## config.mk

```make
export PLATFORM = sky130hd
export DESIGN_NAME = seg7_scan_display
export DESIGN_NICKNAME = d
export VERILOG_FILES = /design/src/rtl/seg7_scan_display.sv
export SDC_FILE = /design/constraint.sdc
export NUM_CORES = 1
export LEC_CHECK = 0
export CORE_MARGIN = 3
export CORE_UTILIZATION = 40
export DETAILED_ROUTE_END_ITERATION = 16
export PLACE_DENSITY = 0.65
export SLEW_MARGIN = 15
export SYNTH_ARGS = -nofsm -noshare
export SYNTH_HDL_FRONTEND = slang
export SYNTH_SLANG_ARGS = --single-unit
```

## constraint.sdc

```tcl
create_clock -name clk_in -period 2.8 [get_ports clk_in]
set_input_delay 0.56 -clock clk_in [delete_from_list [all_inputs] [get_ports clk_in]]
set_output_delay 0.56 -clock clk_in [all_outputs]
set_load 0.05 [all_outputs]
```

## src/rtl/seg7_scan_display.sv

```systemverilog
// seg7_scan_display: shows a 16-bit unsigned value as decimal on a multiplexed
// 7-segment display. The BCD conversion is sequential (shift-add-3). The divided
// scan clock is only sampled in the clk_in domain. It is never used as a clock.
module seg7_scan_display #(
    parameter int NUM_AN = 8,      // anodes driven, 5..8
    parameter bit LZB    = 1'b1    // 1 = blank leading zeros
) (
    input  logic              clk_in,
    input  logic              rst,       // async, active-low
    input  logic              scan_clk,
    input  logic              load,
    input  logic [15:0]       value,
    output logic              busy,
    output logic [6:0]        seg,       // active-low g..a
    output logic [NUM_AN-1:0] an         // active-low, an[0] rightmost
);

    localparam int IDX_W = $clog2(NUM_AN);

    typedef enum logic [1:0] {IDLE, SHIFT, DONE} state_t;

    // active-low gfedcba pattern for one BCD digit
    function automatic logic [6:0] decode(input logic [3:0] d);
        logic [6:0] s;
        case (d)
            4'd0:    s = 7'b1000000;
            4'd1:    s = 7'b1111001;
            4'd2:    s = 7'b0100100;
            4'd3:    s = 7'b0110000;
            4'd4:    s = 7'b0011001;
            4'd5:    s = 7'b0010010;
            4'd6:    s = 7'b0000010;
            4'd7:    s = 7'b1111000;
            4'd8:    s = 7'b0000000;
            4'd9:    s = 7'b0010000;
            default: s = 7'b1111111;
        endcase
        return s;
    endfunction

    // ---------------- scan tick and scan index ----------------
    // sync_q[0], sync_q[1] form the synchroniser. sync_q[2] holds the previous sample for edge detect.
    logic [2:0]       sync_q, sync_d;
    logic             scan_tick;
    logic [IDX_W-1:0] idx_q, idx_d;

    // Shift scan_clk through the synchroniser. Advance the index on each rising edge.
    always_comb begin
        sync_d    = {sync_q[1:0], scan_clk};
        scan_tick = sync_q[1] & ~sync_q[2];
        idx_d     = idx_q;
        if (scan_tick) begin
            if (idx_q == IDX_W'(NUM_AN - 1)) idx_d = '0;
            else                             idx_d = idx_q + 1'b1;
        end
    end

    // Scan-side state registers.
    always_ff @(posedge clk_in or negedge rst) begin
        if (!rst) begin
            sync_q <= '0;
            idx_q  <= '0;
        end else begin
            sync_q <= sync_d;
            idx_q  <= idx_d;
        end
    end

    // ---------------- binary to BCD conversion ----------------
    state_t      state_q;
    logic [15:0] shift_q;
    logic [19:0] bcd_q;
    logic [19:0] bcd_adj;
    logic [3:0]  cnt_q;
    logic [19:0] disp_q;
    logic        busy_q;

    // Add 3 to every nibble of 5 or more before the shift. The shift then doubles it past 9 into the next decade.
    always_comb begin
        bcd_adj = bcd_q;
        for (int i = 0; i < 5; i++) begin
            if (bcd_q[i*4 +: 4] >= 4'd5) bcd_adj[i*4 +: 4] = bcd_q[i*4 +: 4] + 4'd3;
        end
    end

    // Conversion FSM. disp_q changes only in DONE, so the display never shows partial results.
    always_ff @(posedge clk_in or negedge rst) begin
        if (!rst) begin
            state_q <= IDLE;
            shift_q <= '0;
            bcd_q   <= '0;
            cnt_q   <= '0;
            disp_q  <= '0;
            busy_q  <= 1'b0;
        end else begin
            case (state_q)
                IDLE: begin
                    if (load) begin
                        shift_q <= value;
                        bcd_q   <= '0;
                        cnt_q   <= '0;
                        busy_q  <= 1'b1;
                        state_q <= SHIFT;
                    end
                end
                SHIFT: begin
                    {bcd_q, shift_q} <= {bcd_adj[18:0], shift_q, 1'b0};
                    cnt_q            <= cnt_q + 1'b1;
                    if (cnt_q == 4'd15) state_q <= DONE;
                end
                DONE: begin
                    disp_q  <= bcd_q;
                    busy_q  <= 1'b0;
                    state_q <= IDLE;
                end
                default: state_q <= IDLE;
            endcase
        end
    end

    // ---------------- digit select, blanking, outputs ----------------
    logic [6:0]        seg_q, seg_d;
    logic [NUM_AN-1:0] an_q, an_d;
    logic [3:0]        dig [5];
    logic [4:0]        zero_from;   // zero_from[i]: digits i..4 are all zero
    logic [3:0]        cur_dig;
    logic              cur_blank;

    // Pick the current slot's digit and decide whether it is blanked.
    always_comb begin
        for (int i = 0; i < 5; i++) dig[i] = disp_q[i*4 +: 4];
        zero_from[4] = (dig[4] == 4'd0);
        for (int i = 3; i >= 0; i--) zero_from[i] = zero_from[i+1] & (dig[i] == 4'd0);

        cur_dig   = 4'd0;
        cur_blank = 1'b1;                    // slots 5 and up stay dark
        for (int i = 0; i < 5; i++) begin
            if (idx_q == IDX_W'(i)) begin
                cur_dig   = dig[i];
                cur_blank = LZB && (i > 0) && zero_from[i];
            end
        end

        seg_d = cur_blank ? 7'b1111111 : decode(cur_dig);
        an_d  = '1;
        for (int i = 0; i < NUM_AN; i++) begin
            if (!cur_blank && idx_q == IDX_W'(i)) an_d[i] = 1'b0;
        end
    end

    // Registered segment and anode drivers.
    always_ff @(posedge clk_in or negedge rst) begin
        if (!rst) begin
            seg_q <= 7'b1000000;
            an_q  <= ~NUM_AN'(1);
        end else begin
            seg_q <= seg_d;
            an_q  <= an_d;
        end
    end

    assign seg  = seg_q;
    assign an   = an_q;
    assign busy = busy_q;

endmodule

```

==> results.py, run 1 <==
metrics = {
    "place": {
        "dpl_cell_area_sq_um": 4523,
        "dp_hpwl_mm": 5.298,
        "port_buffers": 35,
        "place.gp.congestion": 0.8307,
    },
    "timing": {
        "fmax_ghz": 0.3998,
        "grt_setup_unrepaired": "no",
        "finalHoldViolations": 0,
        "worst_pin_slew_ps": 1034,
        "relSlewSlack": 0.3110,
        "fin_crit_ps": 2501,
        "fin_setup_tns_ps": 0,
        "final_max_slew_viol_count": 0,
        "finalCritPeriodShare": 0.8933,
        "skew_ps": 8.581,
        "setup_violations": 0,
    },
    "die": {
        "ios": 36,
        "rows": 36,
        "die_w_microns": 106.5,
        "core_sq_um": 9819,
        "die_h_microns": 106.5,
        "initial_core_util": 0.4117,
        "die_area_sq_um": 11350,
    },
    "clock_tree": {
        "cts_buffers": 9,
        "h-tree-depth": 3,
        "cts_buffer_depth": 2,
        "clk_latency_ps": 340,
        "cts_tree": "built",
        "cts_hold_buffers": 0,
        "clk_pin_slew_ps": 80,
        "cts_resized": 0,
        "cts_root_buffer": "clkbuf_8",
        "post_cts_buffers": 0,
        "cts.sinks": 84,
    },
    "grt": {
        "gr-usage-met1": 0.1914,
        "use_met3": 0.03339,
        "grt_pass1_vias": 2921,
        "grt_max_degree": 50,
        "grt_pass1_wl_mm": 13.63,
        "grt.busiest_layer": "met2",
        "antenna_found_initial": 0,
        "overflow": 0,
        "gr-usage-met2": 0.2489,
        "grt_use_total": 0.1484,
    },
    "logic_synthesis": {
        "synth-simple-area-share": 0.1526,
        "yosys.area_share.xor_xnor": 0.01950,
        "synth_fa_ha_area_frac": 0.05571,
        "synth_compound_area_frac": 0.1749,
        "synthMuxAreaShare": 0.03033,
        "synth_edf_count": 0,
        "synth_seq_cells": 84,
        "synth.avg_cell_area_sq_um": 10.26,
        "synthArstFlopShare": 1.000,
        "synth_seq_area_share": 0.5224,
        "ys.flop_type": "dfrtp_1",
        "syn_inst": 394,
        "synth.area.top_cells": "dfrtp_1 47%, nand2_1 5.8%, ha_1 5.6%",
        "synth_cell_types": 50,
        "yosysMostFrequentCell": "dfrtp_1",
        "synth_area_sq_um": 4043,
        "synth_top_area_share": 0.4704,
        "ys_warn_count": 0,
        "netlist_top_cells_count": "76 x dfrtp_1, 62 x nand2_1, 36 x o21ai_0",
        "synth_top_family_by_area": "compound AO/OA/AOI/OAI gates",
        "synth_nets": 432,
        "synth_top_area_cell": "dfrtp_1",
    },
    "route": {
        "drt-total-wl_mm": 7.801,
        "ant_nets": 0,
        "drt_iter0_drc": 89,
        "drc": 0,
        "vias_per_cell": 5.176,
        "wl_per_cell_microns": 13.73,
        "firstDrtPassIters": 4,
        "vias": 2940,
    },
    "layout": {
        "drive_above_1_share": 0.1287,
        "area_delta_synth_final_pct": 16.43,
        "stdcell_area_sq_um": 4707,
        "final_nets": 468,
        "n_antenna_cell": 0,
    },
    "setup_path": {
        "worst-setup-path-type": "reg2reg",
        "cp_max_fo": 12,
        "r2r_cells": 8,
        "worstPathRequired_ps": 3070,
        "cp-startpoint": "idx_q[0]",
        "path_buf_inv": 1,
        "max_stage_delay_ps": 480,
        "slowest_stage": "ha_1",
        "critical_path.top_delay_family": "adder cells",
        "worstSetupStartpointType": "flip-flop",
        "r2r-end": "seg[3]",
        "crit_path_frequent_cell": "ha_1",
        "r2r_slack_ps": 300,
        "rr_startpoint": "idx_q[0]",
        "end_kind": "flip-flop",
        "arrival_ps": 2770,
        "crit_chain": "ha_1 -> ha_1 -> a221oi_1 -> o31ai_2 -> inv_1 -> ha_1 -> or2b_1 -> o211ai_2",
    },
    "power_and_ir_drop": {
        "p_per_area_nw_per_um2": 1143,
        "power_uw": 5382,
        "vdd_drop_max_mv": 0.5116,
        "p_leak_uw": 0.002061,
    },
    "status": {
        "status": "completed",
    },
    "worst_hold_path": {
        "hold_class": "in2async",
    },
    "run": {
        "drv_cap": 0,
    },
}
==> flip-flops by register name (all words and copies together), names as in the netlist <==
register and count:
bcd_q 20, disp_q 20, shift_q 16, an 8
seg 7, cnt_q 4, idx_q 3, sync_q 3
state_q 2, busy 1
==> metal layers <==
metal	wire length, microns	vias to the layer above
li1	-	1450
met1	3716	1425
met2	3687	54
met3	293	11
met4	104	0
met5	0	-
==> cells in the final DEF, fill, tap and decap left out, types with 10 or more instances in the layout <==
master           count
o21ai_0             36
nand2_1             62
nor2_1              15
nand3_1             19
nand2b_1            10
mux2_2              10
clkdlybuf4s50_1     34
a22oi_1             14
ha_1                18
a21oi_1             20
buf_4               12
inv_1               17
dfrtp_1             76
==> metrics by stage <==
stage | hold WS (ps) | instances | setup WS, ps | util
floorplan | 264.4 | 394 | 536.7 | -
global placement | 340.0 | 552 | 426.5 | 0.4606
detailed placement | 335.8 | 552 | 314.7 | 0.4606
CTS | 243.1 | 568 | 299.7 | 0.4794
global route | 261.4 | 568 | 43.66 | 0.4794
finish | 227.4 | 568 | 298.9 | 0.4794
==> cells by family (layout without fill, tap and decap cells) <==
family,after synthesis,after routing
fa+ha+maj,18,18
compound gates,105,105
buf+inv,38,79
simple gates,129,129
flops,84,84
xor+xnor,9,9
mux,11,11
==> report_power, final <==
group / total [uW] / internal [uW] / switching, uW
sequential: 2010 / 1690 / 315
combinational: 2560 / 1030 / 1530
clock: 817 / 409 / 408
==> cell type report <==
cell class | count | area (sq um)
Clock buffer | 11 | 131.4
Clock inverter | 5 | 52.55
Fill cell | 949 | 5112
Inverter | 17 | 63.81
Multi-Input combinational cell | 272 | 1750
Sequential cell | 84 | 2112
Tap cell | 133 | 166.4
Timing Repair Buffer | 46 | 430.4
==> how the worst max path moves through the flow <==
| stage | to | slack [ps] | depth (start not counted) |
|---|---|---|---|
| after CTS | seg[3] | 300 | 8 |
| after global placement | seg[3] | 430 | 8 |
| after detailed placement | seg[3] | 310 | 8 |
| after global routing | seg[1] | 40 | 8 |
| final | seg[3] | 300 | 8 |
| after floorplan | seg[3] | 540 | 9 |
(Power assumes the default switching activity.)
==> run 2, diff against run 1 <==
- CTS_BUF_LIST: unset -> sky130_fd_sc_hd__clkbuf_16
==> results.py, run 2 (synthesized netlist as in run 1, its figures left out) <==
metrics = {
    "timing": {
        "worst_hold_slack_ps": 250.5,
        "fin_setup_tns_ps": 0,
        "grt_setup_unrepaired": "no",
        "finalHoldViolations": 0,
        "relSlewSlack": 0.3149,
        "fmax_ghz": 0.3993,
        "skew_ps": 5.089,
        "fin_crit_ps": 2504,
        "worst_pin_slew_ps": 1028,
        "setup_violations": 0,
        "final_max_slew_viol_count": 0,
        "finalCritPeriodShare": 0.8944,
    },
    "clock_tree": {
        "clk_pin_slew_ps": 60,
        "post_cts_buffers": 0,
        "cts_buffer_depth": 2,
        "cts_tree": "built",
        "cts.sinks": 84,
        "clk_latency_ps": 330,
        "cts_hold_buffers": 0,
        "cts_resized": 0,
        "cts_buffers": 9,
        "h-tree-depth": 3,
        "cts_root_buffer": "clkbuf_16",
    },
    "power_and_ir_drop": {
        "p_leak_uw": 0.002116,
        "switchingPower_uw": 2306,
        "power_uw": 5704,
        "pwr-share-comb": 0.450,
        "vdd_drop_max_mv": 0.5093,
        "p_per_area_nw_per_um2": 1186,
        "p_seq_frac": 0.352,
        "p_clk_frac": 0.198,
        "swShare": 0.4042,
        "intPower_uw": 3399,
    },
    "layout": {
        "final_cell_mix": "76 x dfrtp_1, 62 x nand2_1, 36 x o21ai_0, 34 x clkdlybuf4s50_1, 20 x a21oi_1",
        "fin_util": 0.4897,
        "final_nets": 468,
        "mostFrequentLayoutCell": "dfrtp_1",
        "drive_above_1_share": 0.1287,
        "top_regs": "bcd_q: 20 flops, disp_q: 20 flops, shift_q: 16 flops",
        "n_antenna_cell": 0,
        "area_delta_synth_final_pct": 18.94,
        "stdcell_area_sq_um": 4808,
        "fill_cells": 934,
    },
    "route": {
        "ant_nets": 0,
        "drt-total-wl_mm": 7.850,
        "route.met2.wl_mm": 3.748,
        "met3_length_microns": 293,
        "wl_per_cell_microns": 13.82,
        "top_layer": "met4",
        "firstDrtPassIters": 4,
        "vias": 2938,
        "drc": 0,
        "drt_iter0_drc": 132,
        "vias_per_cell": 5.173,
        "drt-met1-wl_mm": 3.754,
    },
    "setup_path": {
        "r2r_cells": 8,
        "cp_max_fo": 12,
        "worstSetupStartpointType": "flip-flop",
        "crit_chain": "ha_1 -> ha_1 -> a221oi_1 -> o31ai_2 -> inv_1 -> ha_1 -> or2b_1 -> o211ai_2",
        "rr_startpoint": "idx_q[0]",
        "arrival_ps": 2760,
        "slowest_stage": "ha_1",
        "end_kind": "flip-flop",
        "r2r_slack_ps": 300,
        "worst-setup-path-type": "reg2reg",
        "worstPathRequired_ps": 3050,
        "crit_path_frequent_cell": "ha_1",
        "max_stage_delay_ps": 490,
        "r2r-end": "seg[3]",
    },
    "die": {
        "rows": 36,
        "initial_core_util": 0.4117,
        "core_sq_um": 9819,
        "ios": 36,
        "die_area_sq_um": 11350,
        "die_h_microns": 106.5,
        "die_w_microns": 106.5,
    },
    "place": {
        "dp_hpwl_mm": 5.298,
        "place.gp.congestion": 0.8307,
        "port_buffers": 35,
        "dpl_cell_area_sq_um": 4523,
    },
    "grt": {
        "grt_pass1_vias": 2963,
        "grt_max_degree": 50,
        "grt_pass1_wl_mm": 13.88,
        "grt_use_total": 0.1511,
        "overflow": 0,
        "antenna_found_initial": 0,
    },
    "status": {
        "status": "completed",
    },
    "run": {
        "drv_cap": 0,
    },
    "worst_hold_path": {
        "hold_class": "in2async",
    },
}
run 2: cell types whose count changed in the layout (fill, tap and decap cells not counted):
cell	delta
clkbuf_16	+9
clkbuf_1	-2
inv_1	+2
clkbuf_8	-9
run 2: stage by stage:
| stage | worst slack [ps] | cells |
|---|---|---|
| 5_1_grt | 40.10 | 568 |
| 3_5_place_dp | 314.7 | 552 |
| 4_1_cts | 299.5 | 568 |
| 2_1_floorplan | 536.7 | 394 |
| 6_report | 295.6 | 568 |
| 3_3_place_gp | 426.5 | 552 |
run 2: worst max path at each step:
| stage | start | slack (ps) | end |
|---|---|---|---|
| 3_5_place_dp | idx_q[0] | 310 | seg[3] |
| 5_1_grt | idx_q[0] | 40 | seg[1] |
| 2_1_floorplan | idx_q[0] | 540 | seg[3] |
| 4_1_cts | idx_q[0] | 300 | seg[3] |
| 3_3_place_gp | idx_q[0] | 430 | seg[3] |
| 6_report | idx_q[0] | 300 | seg[3] |
run 2: cell type report:
cell class,count,area [sq um],area share
inverter,17,63.81,0.01327
tap,133,166.4,0.03461
timing repair buffer,46,430.4,0.08951
clock buffer,9,225.2,0.04684
multi-input combinational,272,1750,0.3640
sequential,84,2112,0.4392
clock inverter,7,60.06,0.01249
run 2: layer usage:
layer | vias up | GRT usage
li1 | 1448 | -
met1 | 1436 | 0.1932
met2 | 50 | 0.2566
met3 | 4 | 0.03886
met4 | 0 | 0.03836
met5 | - | 0
run 2: critical path: cells and delay by family, from the launching register on:
kind / cells / cell delay (ps)
AO/OA/AOI/OAI: 3 / 600
adder cells (fa/ha/maj): 3 / 1030
buffers and inverters: 1 / 160
flip-flops: 1 / 420
AND/OR/NAND/NOR: 1 / 240
run 2: power by group through the flow:
stage	Clock (uW)	Sequential, uW	Combinational [uW]
floorplan	0	2230	1730
global placement	0	2010	2480
detailed placement	0	2030	2560
CTS	1170	2010	2580
global route	1210	2070	2880
finish	1130	2010	2570
==> run 3, diff against run 2 <==
- SETUP_SLACK_MARGIN: unset -> 0.15
==> results.py, run 3 (synthesized netlist as in run 1, its figures left out) <==
metrics = {
    "status": {
        "status": "completed",
    },
    "setup_path": {
        "r2r_slack_ps": 420,
        "max_stage_delay_ps": 430,
        "rr_startpoint": "idx_q[0]",
        "critical_path.top_delay_family": "adder cells",
        "worstSetupStartpointType": "flip-flop",
        "end_kind": "flip-flop",
        "cp_max_fo": 12,
        "r2r-end": "seg[3]",
        "worstPathRequired_ps": 3050,
        "path_buf_inv": 1,
        "crit_chain": "ha_1 -> ha_2 -> and2_1 -> o31ai_2 -> inv_1 -> ha_1 -> or2b_1 -> o211ai_2",
        "crit_path_frequent_cell": "ha_1",
        "worst-setup-path-type": "reg2reg",
        "r2r_cells": 8,
        "slowest_stage": "dfrtp_1",
        "arrival_ps": 2630,
    },
    "die": {
        "ios": 36,
        "die_w_microns": 106.5,
        "core_sq_um": 9819,
        "die_h_microns": 106.5,
        "die_area_sq_um": 11350,
        "initial_core_util": 0.4117,
        "rows": 36,
    },
    "grt": {
        "antenna_found_initial": 0,
        "grt_use_total": 0.1511,
        "grt_max_degree": 50,
        "grt_pass1_wl_mm": 13.88,
        "overflow": 0,
        "grt_pass1_vias": 2963,
    },
    "timing": {
        "finalHoldViolations": 0,
        "worst_pin_slew_ps": 1030,
        "grt_setup_unrepaired": "no",
        "worst_hold_slack_ps": 251.2,
        "fmax_ghz": 0.4206,
        "final_max_slew_viol_count": 0,
        "setup_violations": 0,
        "relSlewSlack": 0.3132,
        "fin_setup_tns_ps": 0,
        "skew_ps": 5.177,
        "fin_crit_ps": 2377,
        "finalCritPeriodShare": 0.8491,
    },
    "layout": {
        "drive_above_1_share": 0.1333,
        "final_cell_mix": "76 x dfrtp_1, 62 x nand2_1, 36 x o21ai_0, 34 x clkdlybuf4s50_1, 20 x a21oi_1",
        "n_antenna_cell": 0,
        "final_cells": 568,
        "final_nets": 468,
        "mostFrequentLayoutCell": "dfrtp_1",
        "fin_util": 0.4902,
        "top_regs": "bcd_q: 20 flops, disp_q: 20 flops, shift_q: 16 flops",
        "area_delta_synth_final_pct": 19.07,
    },
    "place": {
        "place.gp.congestion": 0.8307,
        "dp_cells": 552,
        "port_buffers": 35,
        "dp_hpwl_mm": 5.298,
    },
    "route": {
        "firstDrtPassIters": 4,
        "ant_nets": 0,
        "vias_per_cell": 5.162,
        "drc": 0,
        "wl_per_cell_microns": 13.80,
        "drt_iter0_drc": 109,
        "drt-total-wl_mm": 7.836,
        "vias": 2932,
    },
    "power_and_ir_drop": {
        "power_uw": 5709,
        "p_per_area_nw_per_um2": 1186,
        "vdd_drop_max_mv": 0.5099,
        "p_leak_uw": 0.002113,
    },
    "clock_tree": {
        "h-tree-depth": 3,
        "cts_root_buffer": "clkbuf_16",
        "cts_hold_buffers": 0,
        "clk_pin_slew_ps": 60,
        "clk_latency_ps": 330,
        "cts_buffers": 9,
        "post_cts_buffers": 0,
        "cts.sinks": 84,
        "cts_tree": "built",
        "cts_buffer_depth": 2,
    },
    "run": {
        "drv_cap": 0,
    },
    "worst_hold_path": {
        "hold_class": "in2async",
    },
}
run 3: layout make-up:
cell class / instances / area, sq um
clock buffer: 9 / 225.2
clock inverter: 7 / 60.06
fill: 935 / 5006
inverter: 17 / 63.81
multi-input combinational: 272 / 1755
sequential: 84 / 2112
tap: 133 / 166.4
timing repair buffer: 46 / 430.4
run 3: repair_timing:
| item | 4_1_cts | 5_1_grt |
|---|---|---|
| gates resized for setup | 0 | 2 |
| hold endpoints to repair | 0 | 0 |
| endpoints found under the setup margin | 0 | 3 |
run 3: report_power, final:
part	switching [uW]	internal (uW)
Clock	453	679
Sequential	313	1690
Combinational	1540	1030
Total	2310	3400
run 3: routing by layer:
layer,track usage,share of wire
met5,0,0
met4,0.03836,0.0068
met3,0.03886,0.038
met2,0.2566,0.48
met1,0.1932,0.48
run 3: worst max path at each step:
stage	from	end	slack (ps)	depth (start not counted)
after global placement	idx_q[0]	seg[3]	430	8
after detailed placement	idx_q[0]	seg[3]	310	8
after global routing	idx_q[0]	seg[1]	180	9
after CTS	idx_q[0]	seg[3]	300	8
final	idx_q[0]	seg[3]	420	8
after floorplan	idx_q[0]	seg[3]	540	9
run 3: worst reg2reg max path: cells and delay by family (launching register included):
kind                     cells  cell delay (ps)
adder cells (fa/ha/maj)      3              850
buffers and inverters        1              160
AND/OR/NAND/NOR              2              440
flip-flops                   1              430
AO/OA/AOI/OAI                2              420
run 3: per-stage QoR:
step                      area (sq um)  setup WS, ps
after CTS                         4808         299.5
after global routing              4813         175.9
final                             4813         422.6
after global placement            4523         426.5
after floorplan                   4043         536.7
after detailed placement          4523         314.7
